--- config.mk ---
export PLATFORM = sky130hd
export DESIGN_NAME = telemetry_scheduler
export DESIGN_NICKNAME = d
export VERILOG_FILES = /design/src/rtl/telemetry_scheduler.sv
export SDC_FILE = /design/constraint.sdc
export NUM_CORES = 1
export LEC_CHECK = 0
export ABC_AREA = 1
export CORE_ASPECT_RATIO = 1.4
export CORE_MARGIN = 10
export CORE_UTILIZATION = 52
export CTS_BUF_LIST = sky130_fd_sc_hd__clkbuf_8
export DETAILED_ROUTE_END_ITERATION = 7
export PLACE_DENSITY = 0.79
export SLEW_MARGIN = 15
export SYNTH_ARGS = -nofsm -noshare
export SYNTH_HDL_FRONTEND = slang
export SYNTH_SLANG_ARGS = --single-unit
--- constraint.sdc ---
create_clock -name clock_i -period 2.9 [get_ports clock_i]
set_input_delay 0.29 -clock clock_i [delete_from_list [all_inputs] [get_ports clock_i]]
set_output_delay 0.29 -clock clock_i [all_outputs]
set_load 0.05 [all_outputs]
--- src/rtl/telemetry_scheduler.sv ---
// telemetry_scheduler: arbitrates per-channel level-change events and a periodic
// heartbeat onto a single byte-wide valid/ready link to the UART transmitter.
module telemetry_scheduler #(
    parameter int NUM_CHANNELS     = 8,
    parameter int HEARTBEAT_PERIOD = 50000,
    parameter int COUNT_WIDTH      = 4
) (
    input  logic                    clock_i,
    input  logic                    reset_n_i,
    input  logic                    enable_i,
    input  logic [NUM_CHANNELS-1:0] channel_state_i,
    input  logic [COUNT_WIDTH-1:0]  ones_count_i,
    input  logic                    tx_ready_i,
    output logic                    tx_valid_o,
    output logic [7:0]              tx_data_o,
    output logic [NUM_CHANNELS-1:0] pending_o,
    output logic                    overflow_o,
    output logic [2:0]              grant_o
);
    localparam int HW = HEARTBEAT_PERIOD > 1 ? $clog2(HEARTBEAT_PERIOD) : 1;

    typedef enum logic [1:0] {IDLE, SEND, GAP} state_t;

    state_t state, state_nx;
    logic [NUM_CHANNELS-1:0] prev, change, sel_mask;
    logic [HW-1:0] hb_cnt;
    logic hb_pending, hb_wrap, go, sel_hb, sel_ch, found;
    logic [2:0] rr_idx, cand;
    logic [7:0] frame;

    assign change = channel_state_i ^ prev;
    assign hb_wrap = enable_i && hb_cnt == HW'(HEARTBEAT_PERIOD - 1);
    assign tx_valid_o = state == SEND;

    // first pending channel after the last grant, wrapping around
    always_comb begin
        found = 1'b0;
        rr_idx = '0;
        cand = '0;
        for (int k = 1; k <= NUM_CHANNELS; k++) begin
            cand = 3'((int'(grant_o) + k) % NUM_CHANNELS);
            if (!found && pending_o[cand]) begin
                found = 1'b1;
                rr_idx = cand;
            end
        end
    end

    always_comb begin
        go = state == IDLE && enable_i && (hb_pending || found);
        sel_hb = go && hb_pending;
        sel_ch = go && !hb_pending;
        sel_mask = sel_ch ? NUM_CHANNELS'(1) << rr_idx : '0;
        frame = sel_hb ? {4'b1000, 4'(ones_count_i)}
                       : {1'b0, rr_idx, 3'b000, channel_state_i[rr_idx]};
        state_nx = go ? SEND : state == SEND ? (tx_ready_i ? GAP : SEND) : IDLE;
    end

    always_ff @(posedge clock_i or negedge reset_n_i) begin
        if (!reset_n_i)
            state <= IDLE;
        else
            state <= state_nx;
    end

    // a change on the channel being granted re-queues it rather than overflowing
    always_ff @(posedge clock_i or negedge reset_n_i) begin
        if (!reset_n_i) begin
            prev <= '0;
            pending_o <= '0;
            overflow_o <= 1'b0;
            hb_cnt <= '0;
            hb_pending <= 1'b0;
            tx_data_o <= '0;
            grant_o <= 3'(NUM_CHANNELS - 1);
        end else begin
            prev <= channel_state_i;
            pending_o <= (pending_o & ~sel_mask) | (enable_i ? change : '0);
            overflow_o <= overflow_o | (enable_i && |(change & pending_o & ~sel_mask));
            hb_cnt <= (!enable_i || hb_wrap) ? '0 : hb_cnt + 1'b1;
            hb_pending <= (hb_pending && !sel_hb) || (hb_wrap && !hb_pending);
            if (go)
                tx_data_o <= frame;
            if (sel_ch)
                grant_o <= rr_idx;
        end
    end
endmodule

==> flow_summary.yaml <==
drt:
  met2_wirelength_um: 4510
  wl_met3_um: 254
  top_layer: "met4"
  wl_met1_um: 2930
  drtAntennaViolNets: 0
  vias: 2823
  first_iter_violations: 128
  wire_per_inst_um: 15.5
  dr.pass1.iters: 4
  drc_errors: 0
  wirelength_um: 8030
  vias_per_cell: 5.45
outcome:
  status: "finished with violations"
  violations: "setup timing"
logic_synthesis:
  postSynthCellCount: 398
  netlist_area_mm2: 0.00294
  ys_types: 36
  ys_warn_count: 0
  synth.net_count: 417
  yosysSeqAreaShare_pct: 40.1
  synth.ff_latch_count: 47
  synth_ff_type: "dfrtp_1"
  synth_edf_count: 0
  avgSynthCellArea_um2: 7.39
  async_flop_share_pct: 100
floorplan:
  die_h_um: 109
  fp.dieW_um: 83.6
  io_pins: 37
  dieArea_mm2: 0.00911
  rows: 32
  fp.coreArea_mm2: 0.00549
  start_util_pct: 53.6
timing:
  tightest_slew_ps: 1010
  fin_worst_skew_ps: 12.1
  slew_violations: 0
  fin_crit_sh_pct: 101
  layout_setup_ws_ps: -26.3
  setup_viol: 1
  rsz0062_at_grt: "true"
  hold_violations: 0
  min_period_ps: 2930
  clock.fmax_ghz: 0.342
  relSlewSlack_pct: 32.9
  finalSetupTns_ps: -26.3
clock_network:
  clkTransAtPathRegs_ps: 100
  htree_num_levels: 2
  ctsHoldBuffers: 0
  ctsLongestPathBuffers: 2
  numCtsBuffers: 5
  ctsRootBufferMaster: "clkbuf_8"
  cts_tree: "done"
  clk_latency_ps: 310
  clock-sinks: 47
cells_and_area:
  nNetsFinal: 468
  area_growth_pct: 30.0
  final_cell_mix: "nand2_1, dfrtp_1, inv_1, clkdlybuf4s50_1, nor2_1"
  antenna_cells: 0
  drive_above_1_share_pct: 22.2
  final_common_cell: "nand2_1"
worst_setup_path:
  slowest_delay_ps: 650
  critPathCaptureType: "flop"
  cp_common_cell: "nand2_1"
  cp.arrival_ps: 3140
  r2r_cells: 19
  cp-start-kind: "flop"
  worstPathRequired_ps: 3110
  critPathKind: "reg -> reg"
  cpMaxStageDelayCell: "dfstp_4"
  worstPathCellList: "inv_4 -> ha_4 -> nand3_4 -> nand3_4 -> nand2_4 -> nor2_8 -> nand4_4 -> nor2_4 -> nand4_1 -> nand3_4 -> nand2_4 -> inv_2 -> nand2_2 -> nand2_1 -> nand2_1 -> nor2_2 -> nand2_1 -> nand2_1 -> nand2_1"
  cp_max_fo: 6
grt:
  grt_pass1_vias: 2849
  gr-total-overflow: 0
  antenna_found_initial: 0
  grt_max_degree: 48
  grt_first_pass_wirelength_um: 13000
  grtUsageTotal_pct: 16.9
run:
  maxCapViolCount: 0
placed_design:
  place_hpwl_um: 6090
  gp_congestion: 1.00
  port_buffers: 36
hold_path:
  hold_path_class: "in -> async"
[stage by stage]
stage	hold WS [ps]	cells	instance area, µm²	utilization (%)	setup slack [ps]
after floorplan	-5.59	398	2990	-	-18.3
after global placement	446	502	3420	62.4	-86.5
after CTS	193	511	3550	64.8	4.51
final	139	518	3820	69.7	-26.3
after detailed placement	453	502	3420	62.4	-106
after global routing	216	518	3820	69.7	-175
[state kept, by name (all words and copies together), names as in the netlist]
register and cells:
grant_o 3, hb_cnt 16, hb_pending 1, overflow_o 1, pending_o 8, prev 8, state 2, tx_data_o 8
[cell type report]
type,count,area (µm²)
fillers,445,1660
clock buffers,5,68.8
well taps,68,85.1
flip-flops and latches,47,1180
repair buffers,52,479
clock inverters,3,46.3
inverters,50,200
multi-input cells,293,1760
[worst max-delay path: cells and delay by family, from the launching register on]
kind	cells	cell delay (ps)
buf+inv	2	120
simple gates	16	1680
flops	1	650
fa+ha+maj	1	360
[per-layer routing]
metal	track usage (%)	vias to the layer above
met5	0	-
met3	2.76	27
met2	32.7	61
met1	16.9	1346
li1	-	1389
met4	8.87	0
[synth_stat cells (all sizes together), types with 2 or more instances]
master / count / area (µm²)
ha: 3 / 37.5
inv: 48 / 180
nor2: 45 / 208
dfstp: 3 / 78.8
nor3b: 7 / 52.6
xnor2: 9 / 78.8
dfrtp: 44 / 1100
a22o: 3 / 26.3
buf: 6 / 56.3
nor3: 10 / 50.1
nand2: 114 / 463
clkbuf: 2 / 7.51
nand3: 46 / 250
and3: 3 / 18.8
o21ai: 24 / 124
nor4: 3 / 18.8
xor2: 2 / 25.0
clkinv: 2 / 7.51
nand4: 11 / 83.8
a21oi: 9 / 45.0
[logic make-up after synthesis]
logic type / share of synthesized area [%]
fa+ha+maj: 1.28
xor+xnor: 3.53
compound gates: 7.40
flops: 40.1
buf+inv: 8.55
simple gates: 39.1
[repair_timing]
action	in CTS	in global routing
pin swaps	3	27
gates resized for setup	3	52
setup buffers	1	7
setup endpoints to repair	1	3
[path summary, 6_finish.rpt]
kind	from	end	slack [ps]
worst min register to register	hb_cnt[0]$_DFF_PN0_	hb_cnt[0]$_DFF_PN0_	460
worst max register to register	grant_o[0]$_DFFE_PN1P_	overflow_o$_DFF_PN0_	-30
max in group asynchronous	reset_n_i	hb_cnt[7]$_DFF_PN0_	2130
worst max-delay path	grant_o[0]$_DFFE_PN1P_	overflow_o$_DFF_PN0_	-30
worst min-delay path	reset_n_i	hb_cnt[12]$_DFF_PN0_	140
min in group clock_i	hb_cnt[0]$_DFF_PN0_	hb_cnt[0]$_DFF_PN0_	460
Power is left out: the tool's default activity adds up to more than one toggle a clock period on the data nets, which glitch-free logic cannot reach.
